<file path="config.mk">
export PLATFORM = sky130hd
export DESIGN_NAME = ifetch_unit
export DESIGN_NICKNAME = d
export VERILOG_FILES = /design/src/rtl/lc3b_types.sv /design/src/rtl/ifetch_unit_watchdog.sv /design/src/rtl/ifetch_unit.sv
export SDC_FILE = /design/constraint.sdc
export NUM_CORES = 1
export LEC_CHECK = 0
export ABC_CLOCK_PERIOD_IN_PS = 3200
export BUFFER_PORTS_ARGS = -buffer_cell sky130_fd_sc_hd__buf_2
export CAP_MARGIN = 20
export CORE_ASPECT_RATIO = 1.2
export CORE_MARGIN = 2
export CORE_UTILIZATION = 51
export DETAILED_ROUTE_END_ITERATION = 8
export MAX_ROUTING_LAYER = met4
export PLACE_DENSITY = 0.84
export SLEW_MARGIN = 40
export SYNTH_ARGS = -nofsm -noshare
export SYNTH_HDL_FRONTEND = slang
export SYNTH_HIERARCHICAL = 1
export SYNTH_SLANG_ARGS = --single-unit
</file>
<file path="constraint.sdc">
create_clock -name clk -period 3.2 [get_ports clk]
set_input_delay 0.64 -clock clk [delete_from_list [all_inputs] [get_ports clk]]
set_output_delay 0.64 -clock clk [all_outputs]
set_load 0.02 [all_outputs]
</file>
<file path="src/rtl/lc3b_types.sv">
// lc3b_types: shared LC-3b datapath types, including the instruction fetch FSM states.
package lc3b_types;
    typedef logic [15:0] lc3b_word;
    typedef enum logic [1:0] {IDLE, READ, LOAD} lc3b_ifetch_state;
endpackage

</file>
<file path="src/rtl/ifetch_unit_watchdog.sv">
// ifetch_watchdog: counts READ cycles and flags when LIMIT of them have elapsed without completion.
module ifetch_watchdog #(
    parameter int LIMIT = 64
) (
    input  logic clk,
    input  logic rst_n,
    input  logic clear,
    input  logic en,
    output logic expired
);
    localparam int W = $clog2(LIMIT + 1);
    logic [W-1:0] count;
    always_ff @(posedge clk or negedge rst_n) begin
        if (!rst_n) count <= '0;
        else if (clear) count <= '0;
        else if (en) count <= count + 1'b1;
    end
    // The LIMIT-th READ cycle is the one that sees count at LIMIT-1.
    assign expired = en && count == W'(LIMIT - 1);
endmodule

</file>
<file path="src/rtl/ifetch_unit.sv">
// ifetch_unit: LC-3b instruction fetch stage driving the IR load/in pair and returning PC+2.
// Optional READ watchdog enabled by defining IFETCH_TIMEOUT_EN.
module ifetch_unit
    import lc3b_types::*;
#(
    parameter int TIMEOUT_CYCLES = 64
) (
    input  logic        clk,
    input  logic        rst_n,
    input  logic        fetch,
    input  logic [15:0] pc,
    input  logic        flush,
    input  logic        mem_resp,
    input  logic [15:0] mem_rdata,
    output logic        mem_read,
    output logic [15:0] mem_address,
    output logic        ir_load,
    output logic [15:0] ir_data,
    output logic [15:0] pc_plus2,
    output logic        busy,
    output logic        fault
);
    lc3b_ifetch_state state, state_nx;
    logic drop, accept, take, timeout;
    assign accept = (state == IDLE || state == LOAD) && fetch && !flush;
    assign take = state == READ && mem_resp && !drop && !flush;
    always_comb begin
        state_nx = accept ? READ :
                   state != READ ? IDLE :
                   mem_resp ? (take ? LOAD : IDLE) :
                   timeout ? IDLE : READ;
    end
    always_ff @(posedge clk or negedge rst_n) begin
        if (!rst_n) state <= IDLE;
        else state <= state_nx;
    end
    // Strobes are registered from the next state so they switch cleanly on the edge.
    always_ff @(posedge clk or negedge rst_n) begin
        if (!rst_n) begin
            mem_read    <= 1'b0;
            mem_address <= '0;
            ir_load     <= 1'b0;
            ir_data     <= '0;
            pc_plus2    <= '0;
            busy        <= 1'b0;
            drop        <= 1'b0;
        end else begin
            mem_read <= state_nx == READ;
            ir_load  <= state_nx == LOAD;
            busy     <= state_nx != IDLE;
            drop     <= accept ? 1'b0 : (state == READ && flush) ? 1'b1 : drop;
            if (accept) begin
                mem_address <= {pc[15:1], 1'b0};
                pc_plus2    <= pc + 16'd2;
            end
            if (take) ir_data <= mem_rdata;
        end
    end
`ifdef IFETCH_TIMEOUT_EN
    logic expired;
    ifetch_watchdog #(.LIMIT(TIMEOUT_CYCLES)) u_watchdog (
        .clk     (clk),
        .rst_n   (rst_n),
        .clear   (accept),
        .en      (state == READ),
        .expired (expired)
    );
    assign timeout = expired && !mem_resp;
    always_ff @(posedge clk or negedge rst_n) begin
        if (!rst_n) fault <= 1'b0;
        else fault <= accept ? 1'b0 : (timeout | fault);
    end
`else
    assign timeout = 1'b0;
    // Always 0 here; the comparison only keeps TIMEOUT_CYCLES referenced.
    assign fault = TIMEOUT_CYCLES < 0;
`endif
endmodule

</file>
### Word-level counts from Yosys, hierarchy flattened

Index checks and enable logic that the tools add are counted.

* add/subtract/negate cells: 1
* multipliers: 0
* divide/modulo/power cells: 0
* order comparisons: 0
* equality and inequality tests: 5
* shift operators: 0
* mux-type cells: 6
* bitwise logic cells: 0
* reductions and logical operators: 12

Operator list (number)
* 16-bit by 2-bit adder with 16-bit output, second input constant: 1
* 2-bit 2-to-1 mux: 4
* 1-bit logical AND: 6
* 2-bit by 1-bit equality test with 1-bit output, second input constant: 2
* 2-bit equality test, second input constant: 2
* 2-bit nonzero test: 2
* 1-bit zero test: 2
* 2-bit zero test: 1
* 1-bit 2-to-1 mux: 2
* 2-bit by 1-bit inequality test with 1-bit output, second input constant: 1
* 1-bit logical OR: 1

* register bits: 53
* bits in latches: 0
* RAM bits: 0
* bits in read-only memories: 0
* input port bits: 37
* output and inout port bits: 52
* word-level logic and storage cells: 32
* memories: 0

### Longest topological paths before layout

Gate-level depths: netlist of run 1.

* depth after elaboration: 9
* gate-level depth with buffers: 7
* mapped depth without buffers: 5

### Worst setup path before layout of run 1

Ideal clock, no wire load.

* path kind: input to register
* start point: input port flush
* end point: register ir_data[10]
* setup time: 0.125 ns
* arrival time: 1.661 ns
* data required time: 3.075 ns
* slack: 1.414 ns
* stages: 3
* path buffers: 1
* path through: nor4b_4 buf_6 mux2_2

* longest elaborated chain between the ends: 2

RTL lines
* start: declaration: RTL line ifetch_unit.sv:12 `input logic flush,`
* 1-bit zero test: RTL line ifetch_unit.sv:26 `assign take = state == READ && mem_resp && !drop && !flush;`
* 1-bit logical AND: RTL line ifetch_unit.sv:26
* end signal: assignment: RTL line ifetch_unit.sv:56 `if (take) ir_data <= mem_rdata;`
* end: declaration: RTL line ifetch_unit.sv:18 `output logic [15:0] ir_data,`

Every way passes these cells.
A chain may end at the register's enable or synchronous reset.

### Final worst setup path of run 1

* start point: input port pc[1]
* end point: register pc_plus2[15]

* longest elaborated chain between the ends: 1

RTL lines
* start: declaration: RTL line ifetch_unit.sv:11 `input logic [15:0] pc,`
* 16-bit by 2-bit adder with 16-bit output: RTL line ifetch_unit.sv:54 `pc_plus2 <= pc + 16'd2;`
* end signal: assignment: RTL line ifetch_unit.sv:54
* end: declaration: RTL line ifetch_unit.sv:19 `output logic [15:0] pc_plus2,`

Every way passes these cells.

==> results of run 1 <==
-- registers in the layout (all words and copies together) (netlist names) --
register     cells
state            2
ir_data         16
ir_load          1
mem_read         1
busy             1
drop             1
mem_address     15
pc_plus2        16
-- worst paths after layout --
kind                              startpoint  cells after the start             end  slack [ns]
worst max-delay path                   pc[1]                      6    pc_plus2[15]        1.61
worst min-delay path                   rst_n                      1      ir_data[6]        0.31
worst max register to register      state[0]                      4  mem_address[1]        1.64
worst min register to register  pc_plus2[12]                      2    pc_plus2[12]        0.48
max in group asynchronous              rst_n                      2    pc_plus2[15]        2.39
min in group clk                pc_plus2[12]                      2    pc_plus2[12]        0.48
-- critical path, delay by kind of cell --
kind / cells / cell delay (ns)
xor gates and xnor gates: 1 / 0.15
and+or+nand+nor: 2 / 0.57
AOI/OAI and AO/OA: 1 / 0.08
buffers and inverters: 1 / 0.12
adders and majority gates: 1 / 0.19
-- synthesized netlist by cell type --
cell      instances
clkbuf_1          3
nand3_1           5
nor3_1            3
nor4b_4           1
a21oi_1           2
buf_4             2
mux2_2           30
inv_1             4
or2_2             1
nor2_1            3
xor2_1            1
or2_1             1
ha_1              1
nor4_1            4
nand2b_1          1
nor4b_1           1
nand4_1           2
nand2b_4          1
nand2_1          20
o21ai_0          19
conb_1            1
dfrtp_1          53
xnor2_1          12
buf_6             1
buf_2             3
-- power by group through the flow --
stage	Sequential, uW	Clock (uW)	Combinational [uW]
6_report	933	351	662
5_1_grt	959	391	711
3_5_place_dp	950	0	670
4_1_cts	936	364	671
3_3_place_gp	936	0	657
2_1_floorplan	1170	0	188
-- routing by layer --
metal | vias up | wire length [microns] | share of wire (%) | track usage, %
li1 | 770 | - | - | -
met1 | 767 | 1660 | 40 | 20.7
met2 | 43 | 2240 | 54 | 32.1
met3 | 8 | 153 | 3.7 | 2.66
met4 | 0 | 102 | 2.5 | 8.21
met5 | - | 0 | 0 | -
-- per-stage QoR --
step,hold WS (ns),power [uW],worst slack [ns]
5_1_grt,0.346,2060,1.44
3_3_place_gp,0.457,1590,1.35
6_report,0.309,1950,1.61
3_5_place_dp,0.469,1620,1.27
4_1_cts,0.322,1970,1.60
2_1_floorplan,0.344,1360,1.41
-- layout make-up --
type,instances,area (sq um),area share (%)
repair buffers,90,463,16.8
inverters,4,15.0,0.543
well taps,56,70.1,2.54
clock inverters,2,10.0,0.362
clock buffers,6,72.6,2.63
flip-flops and latches,53,1330,48.0
multi-input cells,110,806,29.2
-- kinds of logic (layout without fill, tap and decap cells) --
group | count (synthesis) | in the layout | synth area share [%]
AOI/OAI and AO/OA | 21 | 21 | 4.79
xor gates and xnor gates | 13 | 13 | 5.19
adders and majority gates | 1 | 1 | 0.570
buffers and inverters | 13 | 102 | 3.08
DFF | 53 | 53 | 60.4
muxes | 30 | 30 | 15.4
other | 1 | 2 | 0.171
and+or+nand+nor | 43 | 43 | 10.4
==> impl_metrics.json, run 1 <==
{
  "antenna_found_initial": 0,
  "grt_max_degree": 50,
  "powerDensity_nw_per_um2": 704,
  "fin_area_sq_um": 2760,
  "coreArea_sq_um": 4200,
  "syn-cell-area_sq_um": 2200,
  "final_nets": 302,
  "cp_slowest_cell": "nor4_1",
  "max_cap_violations": 0,
  "fill_cells": 336,
  "yosysTopAreaCellShare_pct": 60.4,
  "die_y_microns": 75.9,
  "worstHoldPathType": "primary input to asynchronous set/reset pin",
  "cts_tree": "built",
  "clk_path_buf_depth": 2,
  "drt-vias-per-instance": 4.95,
  "grt_pass1_vias": 1503,
  "period_minus_slack_ns": 1.59,
  "status": "finished clean",
  "maxSlewHeadroom_pct": 66.6,
  "clockRootBuffer": "clkbuf_8",
  "die_w_microns": 63.9,
  "postCtsSetupBuffers": 0,
  "antenna_cells": 0,
  "drv_slew": 0,
  "max_freq_ghz": 0.627,
  "clockPowerShare_pct": 18.0,
  "setup_viol": 0,
  "synth_area_leader_cell": "dfrtp_1",
  "port_buffers": 86,
  "ir_drop_v": 0.000376,
  "yosysSeqAreaShare_pct": 60.4,
  "num_vias": 1588,
  "cpPeakStageDelay_ns": 0.36,
  "crit_required_ns": 3.36,
  "gp_congestion": 0.734,
  "syn-instance-count": 175,
  "worstMarginPinSlew_ns": 0.500,
  "dpl-instance-area_sq_um": 2680,
  "final_common_cell": "buf_2",
  "worst-endpoint-arrival_ns": 1.76,
  "critPathLaunchType": "primary input",
  "p_switching_uw": 681,
  "post-route-period-util_pct": 49.8,
  "final_cell_mix": "buf_2, dfrtp_1, mux2_2, nand2_1, o21ai_0",
  "postRouteAntennaNets": 0,
  "numCtsBuffers": 5,
  "p_leak_uw": 0.00135,
  "drt_wl_total_microns": 4150,
  "synth.distinct_cells": 25,
  "synth.avg_cell_area_sq_um": 12.5,
  "grt_setup_unrepaired": "no",
  "utilization_pct": 65.8,
  "pwr-share-comb_pct": 34.0,
  "drc": 0,
  "crit_path_end_kind": "flop",
  "crit_chain": "buf_2 -> ha_1 -> nand3_1 -> nor4_1 -> xnor2_1 -> o21ai_0",
  "skew_ns": 0.00421,
  "clkLatencyLatePin_ns": 0.29,
  "htreeDepth": 2,
  "dr.pass1.iters": 4,
  "dpl.hpwl_microns": 3180,
  "hold_buffers": 0,
  "p_int_uw": 1260,
  "setup_tns_ns": 0,
  "grt_pass1_wl_microns": 6620,
  "start_util_pct": 52.3,
  "fin_cells": 321,
  "hold_viol": 0,
  "drt-wirelength-per-cell_microns": 12.9,
  "die_area_sq_um": 4850,
  "yosys_warnings": 6,
  "crit_type": "primary input to flop",
  "area_delta_synth_final_pct": 25.8,
  "sequentialPowerShare_pct": 48.0,
  "ys_top_cells_by_area": "dfrtp_1, mux2_2, xnor2_1, o21ai_0, nand2_1",
  "swShare_pct": 35.0,
  "gr-total-overflow": 0,
  "ctsResizeCount": 0,
  "clkTransAtPathRegs_ns": 0.09,
  "clock-sinks": 53,
  "path_max_fanout": 6,
  "dpl.cell_count": 313,
  "drt_iter0_markers": 88,
  "ys_ff_latch": 53,
  "row_count": 26,
  "ios": 89,
  "drive_above_1_share_pct": 49.1,
  "gr-usage-all-layers_pct": 18.1
}
No activity file was read; power rests on OpenSTA's default activity.
==> run 2: changes to the inputs <==
--- a/config.mk
+++ b/config.mk
@@ -5,15 +5,15 @@
 export SDC_FILE = /design/constraint.sdc
 export NUM_CORES = 1
 export LEC_CHECK = 0
-export ABC_CLOCK_PERIOD_IN_PS = 3200
+export ABC_CLOCK_PERIOD_IN_PS = 1310
 export BUFFER_PORTS_ARGS = -buffer_cell sky130_fd_sc_hd__buf_2
 export CAP_MARGIN = 20
 export CORE_ASPECT_RATIO = 1.2
 export CORE_MARGIN = 2
-export CORE_UTILIZATION = 51
+export CORE_UTILIZATION = 43
 export DETAILED_ROUTE_END_ITERATION = 8
 export MAX_ROUTING_LAYER = met4
-export PLACE_DENSITY = 0.84
+export PLACE_DENSITY = 0.75
 export SLEW_MARGIN = 40
 export SYNTH_ARGS = -nofsm -noshare
 export SYNTH_HDL_FRONTEND = slang
==> constraint.sdc (replaced) <==
create_clock -name clk -period 1.31 [get_ports clk]
set_input_delay 0.262 -clock clk [delete_from_list [all_inputs] [get_ports clk]]
set_output_delay 0.262 -clock clk [all_outputs]
set_load 0.02 [all_outputs]
==> impl_metrics.json, run 2 (synthesized netlist as in run 1, its figures left out) <==
{
  "status": "finished, violations left",
  "failed_checks": "setup timing",
  "coreArea_sq_um": 4940,
  "row_count": 28,
  "crit_required_ns": 1.50,
  "drt-wirelength-per-cell_microns": 15.1,
  "pre_cts_ws_ns": -0.161,
  "grt_pass1_vias": 1710,
  "antenna_cells": 0,
  "clockRootBuffer": "clkbuf_8",
  "postRouteAntennaNets": 0,
  "final_cell_mix": "buf_2, dfrtp_1, buf_4, mux2_4, mux2_2",
  "p_leak_uw": 0.00167,
  "cts_tree": "built",
  "worst_slack_ns": -0.163,
  "gr-total-overflow": 0,
  "worstHoldPathType": "primary input to flop",
  "path_max_fanout": 7,
  "die_w_microns": 69.2,
  "largestRegisters": "ir_data (16), pc_plus2 (16), mem_address (15)",
  "fill_cells": 376,
  "ir_drop_v": 0.000827,
  "antenna_found_initial": 0,
  "drt_iter0_markers": 53,
  "num_vias": 1754,
  "drive_above_1_share_pct": 64.5,
  "clk_path_buf_depth": 2,
  "clkLatencyLatePin_ns": 0.31,
  "drt-vias-per-instance": 4.86,
  "skew_ns": 0.00835,
  "clock-sinks": 53,
  "dr.pass1.iters": 4,
  "power.total_uw": 5300,
  "met2_length_microns": 2990,
  "start_util_pct": 44.5,
  "area_delta_synth_final_pct": 54.2,
  "path_buf_inv": 2,
  "drt_wl_total_microns": 5450,
  "crit_path_end_kind": "flop",
  "grt_setup_unrepaired": "yes",
  "die_area_sq_um": 5700,
  "die_y_microns": 82.3,
  "clkTransAtPathRegs_ns": 0.10,
  "hold_viol": 0,
  "critPathLaunchType": "flop",
  "htreeDepth": 2,
  "wl_met3_microns": 177,
  "numCtsBuffers": 5,
  "crit_family": "flip-flops",
  "max_freq_ghz": 0.679,
  "final_nets": 338,
  "dpl.hpwl_microns": 3570,
  "worst-endpoint-arrival_ns": 1.67,
  "wl_met1_microns": 2200,
  "crit_chain": "nand2b_4 -> nor4b_4 -> buf_4 -> clkbuf_16 -> mux2_4",
  "gr-usage-all-layers_pct": 19.0,
  "final_common_cell": "buf_2",
  "route.top_layer_used": "met4",
  "setup_viol": 47,
  "period_minus_slack_ns": 1.47,
  "ios": 89,
  "gp_congestion": 0.776,
  "grt_pass1_wl_microns": 8070,
  "post-route-period-util_pct": 112,
  "cp_slowest_cell": "dfrtp_1",
  "drv_slew": 0,
  "grt_max_degree": 54,
  "cpPeakStageDelay_ns": 0.38,
  "max_cap_violations": 0,
  "powerDensity_nw_per_um2": 1560,
  "port_buffers": 86,
  "drc": 0,
  "crit_type": "flop to flop"
}
## run 2: layout make-up
cell class                 instances  area, sq um  share of cell area (%)
clock inverter                     3         22.5                   0.665
tap                               60         75.1                    2.22
multi-input combinational        110          982                    29.0
inverter                           4         15.0                   0.443
clock buffer                       5         68.8                    2.03
sequential                        53         1330                    39.2
timing repair buffer             126          896                    26.5
## run 2: routing by layer
metal / vias up / GRT usage, %
met5: - / -
met4: 0 / 6.67
met3: 7 / 3.40
met2: 41 / 35.4
met1: 860 / 20.7
li1: 846 / -
## run 2: final timing paths
check | startpoint | to | slack (ns) | cells after the start
setup / recovery | state[1] | ir_data[13] | -0.16 | 5
hold / removal | mem_rdata[2] | ir_data[2] | 0.18 | 2
setup reg to reg | state[1] | ir_data[13] | -0.16 | 5
hold reg to reg | pc_plus2[14] | pc_plus2[14] | 0.49 | 2
max in group asynchronous | rst_n | mem_address[12] | 0.60 | 3
min in group asynchronous | rst_n | ir_data[5] | 0.47 | 3
## run 2: report_power, final
group | internal, uW | total, uW | leakage (uW) | switching, uW
logic | 964 | 2040 | 0.000976 | 1070
clock network | 380 | 923 | 0.0000481 | 543
registers | 2070 | 2340 | 0.000646 | 266
total | 3410 | 5300 | 0.00167 | 1880
## run 2: what timing repair did
item,4_1_cts,5_1_grt
cloned,3,2
hold buffers,1,0
gates resized for setup,28,51
pin swaps,6,8
endpoints found under the hold margin,53,0
endpoints found under the setup margin,42,48
setup buffers,4,5
## run 2: through the flow
step	instances	cell area (sq um)	hold WS, ns	utilization, %	setup TNS [ns]
floorplan	176	2230	-0.0336	-	-4.46
global placement	339	2880	0.275	58.3	-2.98
detailed placement	339	2880	0.280	58.3	-4.77
CTS	355	3150	0.165	63.9	-4.62
global route	361	3390	0.161	68.5	-6.40
finish	361	3390	0.177	68.5	-4.59
